--- config.mk ---
export PLATFORM = sky130hd
export DESIGN_NAME = calc_sequencer_flat
export DESIGN_NICKNAME = d
export VERILOG_FILES = /design/src/rtl/calc_sequencer_if.sv /design/src/rtl/calc_sequencer.sv /design/src/flat_wrapper.sv
export SDC_FILE = /design/constraint.sdc
export NUM_CORES = 1
export LEC_CHECK = 0
export ABC_CLOCK_PERIOD_IN_PS = 3400
export CORE_ASPECT_RATIO = 0.5
export CORE_MARGIN = 8
export CORE_UTILIZATION = 25
export DETAILED_ROUTE_END_ITERATION = 7
export PLACE_DENSITY = 0.49
export SLEW_MARGIN = 0
export SYNTH_ARGS = -nofsm -noshare
export SYNTH_HDL_FRONTEND = slang
export SYNTH_SLANG_ARGS = --single-unit
--- constraint.sdc ---
create_clock -name clk -period 3.4 [get_ports clk]
set_input_delay 0.51 -clock clk [delete_from_list [all_inputs] [get_ports clk]]
set_output_delay 0.51 -clock clk [all_outputs]
set_load 0.01 [all_outputs]
--- src/rtl/calc_sequencer_if.sv ---
// calc_sequencer_if: bundles the sequencer's front-end, arithmetic-unit and
// result-handshake signals.
//   slave  - used by calc_sequencer (receives strobes/au_result, drives unit
//            operands, result and status).
//   master - used by the surrounding environment (input decoder, arithmetic
//            unit, display stage).
// Signals:
//   clr, data_in, load_valid, op_code, op_valid, start   front-end commands
//   au_result                                            unit data_out
//   signal, data_in_a, data_in_b                         unit inputs
//   result, result_valid, result_ack                     output handshake
//   busy, error                                          status
interface calc_sequencer_if;
    logic        clr;
    logic [7:0]  data_in;
    logic        load_valid;
    logic [1:0]  op_code;
    logic        op_valid;
    logic        start;
    logic [15:0] au_result;
    logic [1:0]  signal;
    logic [7:0]  data_in_a;
    logic [7:0]  data_in_b;
    logic [15:0] result;
    logic        result_valid;
    logic        result_ack;
    logic        busy;
    logic        error;

    modport slave (
        input  clr, data_in, load_valid, op_code, op_valid, start, au_result, result_ack,
        output signal, data_in_a, data_in_b, result, result_valid, busy, error
    );

    modport master (
        output clr, data_in, load_valid, op_code, op_valid, start, au_result, result_ack,
        input  signal, data_in_a, data_in_b, result, result_valid, busy, error
    );
endinterface

--- src/rtl/calc_sequencer.sv ---
// calc_sequencer: control FSM for the calculator's 8-bit arithmetic unit.
// Collects operand A, an op code and operand B, holds them on the unit's inputs
// for SETTLE_CYCLES cycles, captures the 16-bit result and offers it with a
// valid/ack handshake.
// Ports:
//   clk     system clock, rising edge
//   rst_n   synchronous active-low reset
//   bus_io  calc_sequencer_if.slave (front-end strobes, unit I/O, result, status)
// Parameters:
//   SETTLE_CYCLES  cycles the unit inputs are held before capture (1..15)
// Optional feature macro: RESULT_CHAIN_EN
//   When defined, a legal op_valid in DONE acknowledges the result and reuses
//   result[7:0] as operand A for a chained calculation.
module calc_sequencer #(
    parameter int unsigned SETTLE_CYCLES = 1
) (
    input logic             clk,
    input logic             rst_n,
    calc_sequencer_if.slave bus_io
);

    typedef enum logic [2:0] {
        StIdle,
        StGotA,
        StGotOp,
        StGotB,
        StExec,
        StDone
    } state_e;

    localparam logic [3:0] SettleInit = 4'(SETTLE_CYCLES - 1);
    localparam logic [1:0] OpSub      = 2'b10;

    state_e      state_q, state_d;
    logic [7:0]  reg_a_q, reg_a_d;
    logic [7:0]  reg_b_q, reg_b_d;
    logic [1:0]  op_q, op_d;
    logic [15:0] result_q, result_d;
    logic [3:0]  cnt_q, cnt_d;
    logic        result_valid_q, result_valid_d;
    logic        error_q, error_d;

    logic op_legal;
    assign op_legal = (bus_io.op_code != 2'b00);

    // Strobe priority inside each state: start > op_valid > load_valid.
    // A strobe not meaningful in the current state is not acted on, so a
    // lower-priority strobe that is meaningful still gets through.
    always_comb begin
        state_d        = state_q;
        reg_a_d        = reg_a_q;
        reg_b_d        = reg_b_q;
        op_d           = op_q;
        result_d       = result_q;
        cnt_d          = cnt_q;
        result_valid_d = result_valid_q;
        error_d        = error_q;

        if (bus_io.clr) begin
            // Abort: like reset but the sticky error survives.
            state_d        = StIdle;
            reg_a_d        = '0;
            reg_b_d        = '0;
            op_d           = '0;
            result_d       = '0;
            cnt_d          = '0;
            result_valid_d = 1'b0;
        end else begin
            unique case (state_q)
                StIdle: begin
                    if (bus_io.start) begin
                        error_d = 1'b1;
                    end else if (bus_io.load_valid) begin
                        reg_a_d = bus_io.data_in;
                        error_d = 1'b0;
                        state_d = StGotA;
                    end
                end
                StGotA: begin
                    if (bus_io.start) begin
                        error_d = 1'b1;
                    end else if (bus_io.op_valid) begin
                        if (op_legal) begin
                            op_d    = bus_io.op_code;
                            state_d = StGotOp;
                        end else begin
                            error_d = 1'b1;
                        end
                    end else if (bus_io.load_valid) begin
                        reg_a_d = bus_io.data_in;
                    end
                end
                StGotOp: begin
                    if (bus_io.start) begin
                        error_d = 1'b1;
                    end else if (bus_io.op_valid) begin
                        if (op_legal) begin
                            op_d = bus_io.op_code;
                        end else begin
                            error_d = 1'b1;
                        end
                    end else if (bus_io.load_valid) begin
                        reg_b_d = bus_io.data_in;
                        state_d = StGotB;
                    end
                end
                StGotB: begin
                    if (bus_io.start) begin
                        cnt_d   = SettleInit;
                        state_d = StExec;
                    end else if (bus_io.op_valid && op_legal) begin
                        op_d = bus_io.op_code;
                    end else if (bus_io.load_valid) begin
                        reg_b_d = bus_io.data_in;
                    end
                end
                StExec: begin
                    if (cnt_q != 4'd0) begin
                        cnt_d = cnt_q - 4'd1;
                    end else begin
                        result_d       = bus_io.au_result;
                        result_valid_d = 1'b1;
                        state_d        = StDone;
                        // Subtract underflow is flagged; the wrapped result is kept.
                        if ((op_q == OpSub) && (reg_a_q < reg_b_q)) begin
                            error_d = 1'b1;
                        end
                    end
                end
                StDone: begin
`ifdef RESULT_CHAIN_EN
                    if (bus_io.op_valid && op_legal) begin
                        // Implicit ack: the low byte of the result becomes operand A.
                        result_valid_d = 1'b0;
                        reg_a_d        = result_q[7:0];
                        op_d           = bus_io.op_code;
                        state_d        = StGotOp;
                        if (result_q[15:8] != 8'd0) begin
                            error_d = 1'b1;
                        end
                    end else if (bus_io.result_ack) begin
                        result_valid_d = 1'b0;
                        state_d        = StIdle;
                    end
`else
                    if (bus_io.result_ack) begin
                        result_valid_d = 1'b0;
                        state_d        = StIdle;
                    end
`endif
                end
                default: begin
                    state_d = StIdle;
                end
            endcase
        end
    end

    always_ff @(posedge clk) begin
        if (!rst_n) begin
            state_q        <= StIdle;
            reg_a_q        <= '0;
            reg_b_q        <= '0;
            op_q           <= '0;
            result_q       <= '0;
            cnt_q          <= '0;
            result_valid_q <= 1'b0;
            error_q        <= 1'b0;
        end else begin
            state_q        <= state_d;
            reg_a_q        <= reg_a_d;
            reg_b_q        <= reg_b_d;
            op_q           <= op_d;
            result_q       <= result_d;
            cnt_q          <= cnt_d;
            result_valid_q <= result_valid_d;
            error_q        <= error_d;
        end
    end

    // The unit holds its output on 00, so the op is only presented while executing.
    assign bus_io.signal       = (state_q == StExec) ? op_q : 2'b00;
    assign bus_io.data_in_a    = reg_a_q;
    assign bus_io.data_in_b    = reg_b_q;
    assign bus_io.result       = result_q;
    assign bus_io.result_valid = result_valid_q;
    assign bus_io.busy         = (state_q == StExec) || (state_q == StDone);
    assign bus_io.error        = error_q;

endmodule

--- src/flat_wrapper.sv ---
// flat-port wrapper written by rule: the top's interface ports become plain ports
module calc_sequencer_flat 
#(
    parameter int unsigned SETTLE_CYCLES = 1
)
  (clk, rst_n, bus_io_clr, bus_io_data_in, bus_io_load_valid, bus_io_op_code, bus_io_op_valid, bus_io_start, bus_io_au_result, bus_io_result_ack, bus_io_signal, bus_io_data_in_a, bus_io_data_in_b, bus_io_result, bus_io_result_valid, bus_io_busy, bus_io_error);
  calc_sequencer_if bus_io_i ();
  input logic clk;
  input logic rst_n;
  input wire logic [$bits(bus_io_i.clr)-1:0] bus_io_clr;
  input wire logic [$bits(bus_io_i.data_in)-1:0] bus_io_data_in;
  input wire logic [$bits(bus_io_i.load_valid)-1:0] bus_io_load_valid;
  input wire logic [$bits(bus_io_i.op_code)-1:0] bus_io_op_code;
  input wire logic [$bits(bus_io_i.op_valid)-1:0] bus_io_op_valid;
  input wire logic [$bits(bus_io_i.start)-1:0] bus_io_start;
  input wire logic [$bits(bus_io_i.au_result)-1:0] bus_io_au_result;
  input wire logic [$bits(bus_io_i.result_ack)-1:0] bus_io_result_ack;
  output wire logic [$bits(bus_io_i.signal)-1:0] bus_io_signal;
  output wire logic [$bits(bus_io_i.data_in_a)-1:0] bus_io_data_in_a;
  output wire logic [$bits(bus_io_i.data_in_b)-1:0] bus_io_data_in_b;
  output wire logic [$bits(bus_io_i.result)-1:0] bus_io_result;
  output wire logic [$bits(bus_io_i.result_valid)-1:0] bus_io_result_valid;
  output wire logic [$bits(bus_io_i.busy)-1:0] bus_io_busy;
  output wire logic [$bits(bus_io_i.error)-1:0] bus_io_error;
  assign bus_io_i.clr = bus_io_clr;
  assign bus_io_i.data_in = bus_io_data_in;
  assign bus_io_i.load_valid = bus_io_load_valid;
  assign bus_io_i.op_code = bus_io_op_code;
  assign bus_io_i.op_valid = bus_io_op_valid;
  assign bus_io_i.start = bus_io_start;
  assign bus_io_i.au_result = bus_io_au_result;
  assign bus_io_i.result_ack = bus_io_result_ack;
  assign bus_io_signal = bus_io_i.signal;
  assign bus_io_data_in_a = bus_io_i.data_in_a;
  assign bus_io_data_in_b = bus_io_i.data_in_b;
  assign bus_io_result = bus_io_i.result;
  assign bus_io_result_valid = bus_io_i.result_valid;
  assign bus_io_busy = bus_io_i.busy;
  assign bus_io_error = bus_io_i.error;
  calc_sequencer #(.SETTLE_CYCLES(SETTLE_CYCLES)) u_core (.clk(clk), .rst_n(rst_n), .bus_io(bus_io_i));
endmodule
==> results.toml, run 1 <==
[cts]
cts.sink_count = 43
cts_tree = "built"
cts-resized-gates = 0
clkTransAtPathRegs_ns = 0.06
cts_buffers = 5
worstSkewPairLatency_ns = 0.29
cts_root_buf = "clkbuf_16"
postCtsSetupBuffers = 0
cts_buffer_depth = 2
cts_max_level = 2
holdBufCountCts = 0

[logic_synthesis]
async_flop_share_pct = 0
ys.flop_type = "dfxtp_1"
synth.distinct_cells = 35
synth.top_cells.by_count = "dfxtp_1, nand2_1, nor2_1"
yosysTopAreaCell = "dfxtp_1"
syn_nets = 276
syn_area_um2 = 1960
synth_top_area_share_pct = 43.9
synth_seq_cells = 43
synthCells = 234
synthTopCellsByArea = "dfxtp_1, nand2_1, mux2i_1"
seq_area_frac_synth_pct = 43.9
avgSynthCellArea_um2 = 8.38
synth_warnings = 0
synth-edff-count = 0

[floorplanning]
die_area_um2 = 11100
rows = 22
die_h_um = 78.6
io_pins = 70
start_util_pct = 26.3
coreArea_um2 = 7460
chipWidth_um = 141

[power_and_ir_drop]
ir_drop_mv = 0.160
leakage_nw = 0.988
power.density_nw_per_um2 = 370

[worst_setup_path]
cp_slowest_stage_delay_ns = 0.63
end_kind = "primary output"
crit_chain = "nor3b_1 -> and2_1 -> clkdlybuf4s50_1"
reg2reg_to = "u_core.bus_io.result[4]"
r2r_setup_slack_ns = 1.29
reg2reg_depth = 4
cp.arrival_ns = 2.22
cpMaxStageDelayCell = "nor3b_1"
startpoint_type = "flop"
cp.required_ns = 2.89
crit_fanout = 12
worstSetupPathType = "reg -> out"
r2r_start = "u_core.state_q[2]"

[timing]
timing.final.crit_period_ns = 2.73
hold_violations = 0
worst_pin_slew_ns = 0.690
slew_viol_final = 0
period_share_pct = 80.2
skew_ns = 0.00545
fmax_mhz = 367
setup_viol = 0
fin_setup_tns_ns = 0
rsz0062_at_grt = "no"
slew_headroom_pct = 53.9

[drt]
vias = 1816
postRouteAntennaNets = 0
dr.pass1.iters = 4
routedWlPerCell_um = 13.7
drcViolationCount = 0
via_per_inst = 4.41
finalWirelength_um = 5650
drtIter0Drc = 74

[run]
max_cap_viol_count = 0

[place]
io_buffers = 69
routabilityCongestion = 0.735
dp.cells = 404
hpwl_um = 4210

[min_path]
hp-start = "u_core.bus_io.result[3]"
hold_depth = 2
min_to = "u_core.bus_io.result[3]"
hp-class = "reg -> reg"

[cells_and_area]
nets = 345
insertedDiodeCount = 0
nFillCells = 751
layoutNonFillerInstCount = 412
areaGrowthSynthToFinish_pct = 48.4
fin_util_pct = 39.0
drive_gt1_share_pct = 4.61

[global_route]
grt-ovfl-total = 0
grtUsageMet3_pct = 3.62
grt_pass1_wl_um = 9200
met1_usage_pct = 12.3
grt_pass1_vias = 1824
met2_usage_pct = 16.6
antenna_found_initial = 0
grt_usage_pct = 10.2
grt-busiest-layer = "met2"
grt_max_degree = 27

[outcome]
status = "finished, final reports clean"
## cell usage in the layout, fill, tap and decap left out, types with 2 or more instances in the layout
master and n:
clkdlybuf4s50_1 69, nand2_1 43, dfxtp_1 43, nor2_1 30, a21oi_1 23, mux2i_1 16
inv_1 12, ha_1 9, nand3_1 6, nor3b_1 5, clkbuf_16 5, o21ai_0 3
a31oi_1 3, nor3_1 3, buf_4 3, nor2b_1 2, and2_1 2, or3b_1 2
or3b_2 2, a211oi_1 2, a2111oi_0 2, xor2_1 2
## critical path, delay by kind of cell (launching register included)
| kind | cells | cell delay (ns) |
|---|---|---|
| buffers and inverters | 1 | 0.54 |
| DFF | 1 | 0.53 |
| and+or+nand+nor | 2 | 0.87 |
## how the worst max path moves through the flow
stage	start	to	cells after the start
3_5_place_dp	bus_io_start	u_core.bus_io.data_in_b[7]	5
4_1_cts	u_core.state_q[2]	bus_io_signal[0]	3
5_1_grt	u_core.state_q[2]	bus_io_signal[1]	3
2_1_floorplan	bus_io_op_code[0]	u_core.bus_io.data_in_b[0]	4
3_3_place_gp	bus_io_start	u_core.bus_io.data_in_b[4]	5
6_report	u_core.state_q[2]	bus_io_signal[0]	3
## layer usage
metal	part of all wire, %	vias to the layer above
met5	0	-
met4	1.5	0
met3	6.0	8
met2	46	40
met1	47	834
li1	-	934
## cells by family after synthesis
kind of cell,synth area share [%]
and+or+nand+nor,23.4
DFF,43.9
AOI/OAI and AO/OA,13.5
buffers and inverters,4.40
muxes,8.17
adders and majority gates,5.74
xor gates and xnor gates,0.894
## sequential cells by signal, summed over array words and instances, names as in the netlist
signal and flops:
u_core.state_q 3, u_core.op_q 2, u_core.bus_io.data_in_b 8, u_core.bus_io.data_in_a 8, u_core.bus_io.error 1, u_core.cnt_q 4
u_core.bus_io.result_valid 1, u_core.bus_io.result 16
## metrics by stage
step                hold slack, ns  cell area, um2  total power, mW  setup slack (ns)
floorplan                    0.445            1960            0.554              1.60
CTS                          0.456            2910             1.09             0.694
finish                       0.452            2910             1.08             0.672
global placement             0.442            2770            0.611             0.929
global route                 0.478            2910             1.12             0.602
detailed placement           0.448            2770            0.611             0.847
## power by group
| group | switching, mW | internal, mW |
|---|---|---|
| clock network | 0.206 | 0.271 |
| logic | 0.0348 | 0.0518 |
| registers | 0.00491 | 0.508 |
## cell type report
| cell class | count | area (um2) | area share, % |
|---|---|---|---|
| Sequential cell | 43 | 861 | 29.6 |
| Tap cell | 108 | 135 | 4.65 |
| Multi-Input combinational cell | 169 | 1010 | 34.8 |
| Clock buffer | 6 | 129 | 4.43 |
| Timing Repair Buffer | 72 | 713 | 24.5 |
| Clock inverter | 2 | 12.5 | 0.430 |
| Inverter | 12 | 45.0 | 1.55 |
Note: power is estimated with default switching activity, not from simulation.
==> inputs of run 2 (changes only) <==
--- a/config.mk
+++ b/config.mk
@@ -5,12 +5,12 @@
 export SDC_FILE = /design/constraint.sdc
 export NUM_CORES = 1
 export LEC_CHECK = 0
-export ABC_CLOCK_PERIOD_IN_PS = 3400
+export ABC_CLOCK_PERIOD_IN_PS = 2500
 export CORE_ASPECT_RATIO = 0.5
 export CORE_MARGIN = 8
 export CORE_UTILIZATION = 25
 export DETAILED_ROUTE_END_ITERATION = 7
-export PLACE_DENSITY = 0.49
+export PLACE_DENSITY = 0.5
 export SLEW_MARGIN = 0
 export SYNTH_ARGS = -nofsm -noshare
 export SYNTH_HDL_FRONTEND = slang
==> constraint.sdc (replaced) <==
create_clock -name clk -period 2.5 [get_ports clk]
set_input_delay 0.375 -clock clk [delete_from_list [all_inputs] [get_ports clk]]
set_output_delay 0.375 -clock clk [all_outputs]
set_load 0.01 [all_outputs]
==> run 2 against run 1 <==
Wire length down 2.3%; sequential power up 36%; flip-flop and latch count unchanged; total power up 35%; hold slack about the same; clock power up 33%; sequential share of layout area down 0.34 points; clock skew down 0.0011 ns; final area up 1.2%; final cell count up 1.2%.
==> results.toml, run 2 (synthesized netlist as in run 1, its figures left out) <==
[outcome]
status = "finished, final reports clean"

[timing]
slew_viol_final = 0
skew_ns = 0.00440
fin_setup_tns_ns = 0
worst_pin_slew_ns = 0.567
timing.final.crit_period_ns = 2.28
rsz0062_at_grt = "no"
slew_headroom_pct = 62.2
hold_violations = 0
fmax_mhz = 439
setup_viol = 0
period_share_pct = 91.0

[floorplanning]
start_util_pct = 26.3
die_area_um2 = 11100
coreArea_um2 = 7460
io_pins = 70
chipWidth_um = 141
rows = 22
die_h_um = 78.6

[drt]
drtIter0Drc = 64
postRouteAntennaNets = 0
finalWirelength_um = 5520
dr.pass1.iters = 4
vias = 1827
via_per_inst = 4.38
drcViolationCount = 0
routedWlPerCell_um = 13.2

[worst_setup_path]
cp_slowest_stage_delay_ns = 0.54
crit_fanout = 12
worstSetupPathType = "reg -> out"
startpoint_type = "flop"
cp.required_ns = 2.12
cp.arrival_ns = 1.90
end_kind = "primary output"
crit_chain = "nor3b_1 -> buf_4 -> and2_1 -> clkdlybuf4s50_1"
cpMaxStageDelayCell = "clkdlybuf4s50_1"

[global_route]
grtUsageMet3_pct = 4.22
met1_usage_pct = 11.6
grt_pass1_vias = 1858
grt_pass1_wl_um = 9080
grt_usage_pct = 10.1
grt_max_degree = 17
grt-busiest-layer = "met2"
grt-ovfl-total = 0
met2_usage_pct = 16.9
antenna_found_initial = 0

[power_and_ir_drop]
p_sw_share_pct = 22.0
leakage_nw = 1.01
p_int_mw = 1.13
combPwrFrac_pct = 8.2
ir_drop_mv = 0.236
pwr-share-clk_pct = 43.8
seqPwrFrac_pct = 48.1
power.switching_mw = 0.320
power.density_nw_per_um2 = 493

[cts]
cts_buffer_depth = 2
cts_max_level = 2
cts_root_buf = "clkbuf_16"
cts_tree = "built"
worstSkewPairLatency_ns = 0.29
postCtsSetupBuffers = 0
cts.sink_count = 43
holdBufCountCts = 0
clkTransAtPathRegs_ns = 0.06
cts-resized-gates = 0
cts_buffers = 5

[cells_and_area]
layoutNonFillerInstCount = 417
final_cell_mix = "clkdlybuf4s50_1, nand2_1, dfxtp_1, nor2_1, a21oi_1"
multi_input_area_um2 = 1010
drive_gt1_share_pct = 5.83
largest_reg_flops = 16
regArea_um2 = 861
layout_commonest_cell = "clkdlybuf4s50_1"
nFillCells = 784
areaGrowthSynthToFinish_pct = 50.1
insertedDiodeCount = 0
nets = 350

[run]
max_cap_viol_count = 0

[place]
io_buffers = 69
dp.cells = 409
hpwl_um = 4220
routabilityCongestion = 0.799

[min_path]
hp-class = "reg -> reg"
-- run 2: changes by cell type in the layout (fill, tap and decap cells not counted) --
| cell | before | now |
|---|---|---|
| buf_4 | 3 | 8 |
| clkbuf_1 | 1 | 2 |
| clkinvlp_4 | 1 | 0 |
-- run 2: path summary, 6_finish.rpt --
| check | from | slack, ns | cells after the start | endpoint |
|---|---|---|---|---|
| setup / recovery | u_core.state_q[2] | 0.22 | 4 | bus_io_signal[1] |
| setup reg to reg | u_core.state_q[0] | 0.57 | 5 | u_core.bus_io.data_in_b[4] |
| hold / removal | u_core.bus_io.result[14] | 0.45 | 2 | u_core.bus_io.result[14] |
| hold reg to reg | u_core.bus_io.result[14] | 0.45 | 2 | u_core.bus_io.result[14] |
-- run 2: power by group through the flow --
stage	clock [mW]	combinational, mW	sequential [mW]
after floorplan	0	0.0422	0.712
after global placement	0	0.119	0.712
after detailed placement	0	0.119	0.713
after CTS	0.662	0.120	0.697
after global routing	0.687	0.129	0.698
final	0.635	0.119	0.697
-- run 2: critical path, delay by kind of cell, from the launching register on --
family                 cells  cell delay (ns)
and+or+nand+nor            2             0.38
DFF                        1             0.53
buffers and inverters      2             0.71
-- run 2: cell type report --
cell class	count	share of cell area [%]
inverter	12	1.53
clock inverter	1	0.170
tap	108	4.59
timing repair buffer	77	25.5
clock buffer	7	4.51
sequential	43	29.3
multi-input combinational	169	34.4
-- run 2: per-layer routing --
layer	part of all wire, %	wire length, um
met3	7.1	391
met4	1.2	67
met1	47	2580
met2	45	2490
met5	0	0
-- run 2: through the flow --
step	hold WS, ns	setup WS [ns]	power [mW]	cell area (um2)	utilization, %
CTS	0.455	0.220	1.48	2940	39.4
global placement	0.444	0.273	0.831	2810	37.6
detailed placement	0.446	0.249	0.832	2810	37.6
global route	0.474	0.131	1.51	2940	39.4
finish	0.452	0.224	1.45	2940	39.4
floorplan	0.445	0.750	0.754	1960	-
==> inputs of run 3 (changes only) <==
--- a/config.mk
+++ b/config.mk
@@ -10,6 +10,7 @@
 export CORE_MARGIN = 8
 export CORE_UTILIZATION = 25
 export DETAILED_ROUTE_END_ITERATION = 7
+export HOLD_SLACK_MARGIN = 0.05
 export PLACE_DENSITY = 0.5
 export SLEW_MARGIN = 0
 export SYNTH_ARGS = -nofsm -noshare
==> results of run 3 <==
The final DEF is identical to that of run 2; final timing and power are the same.
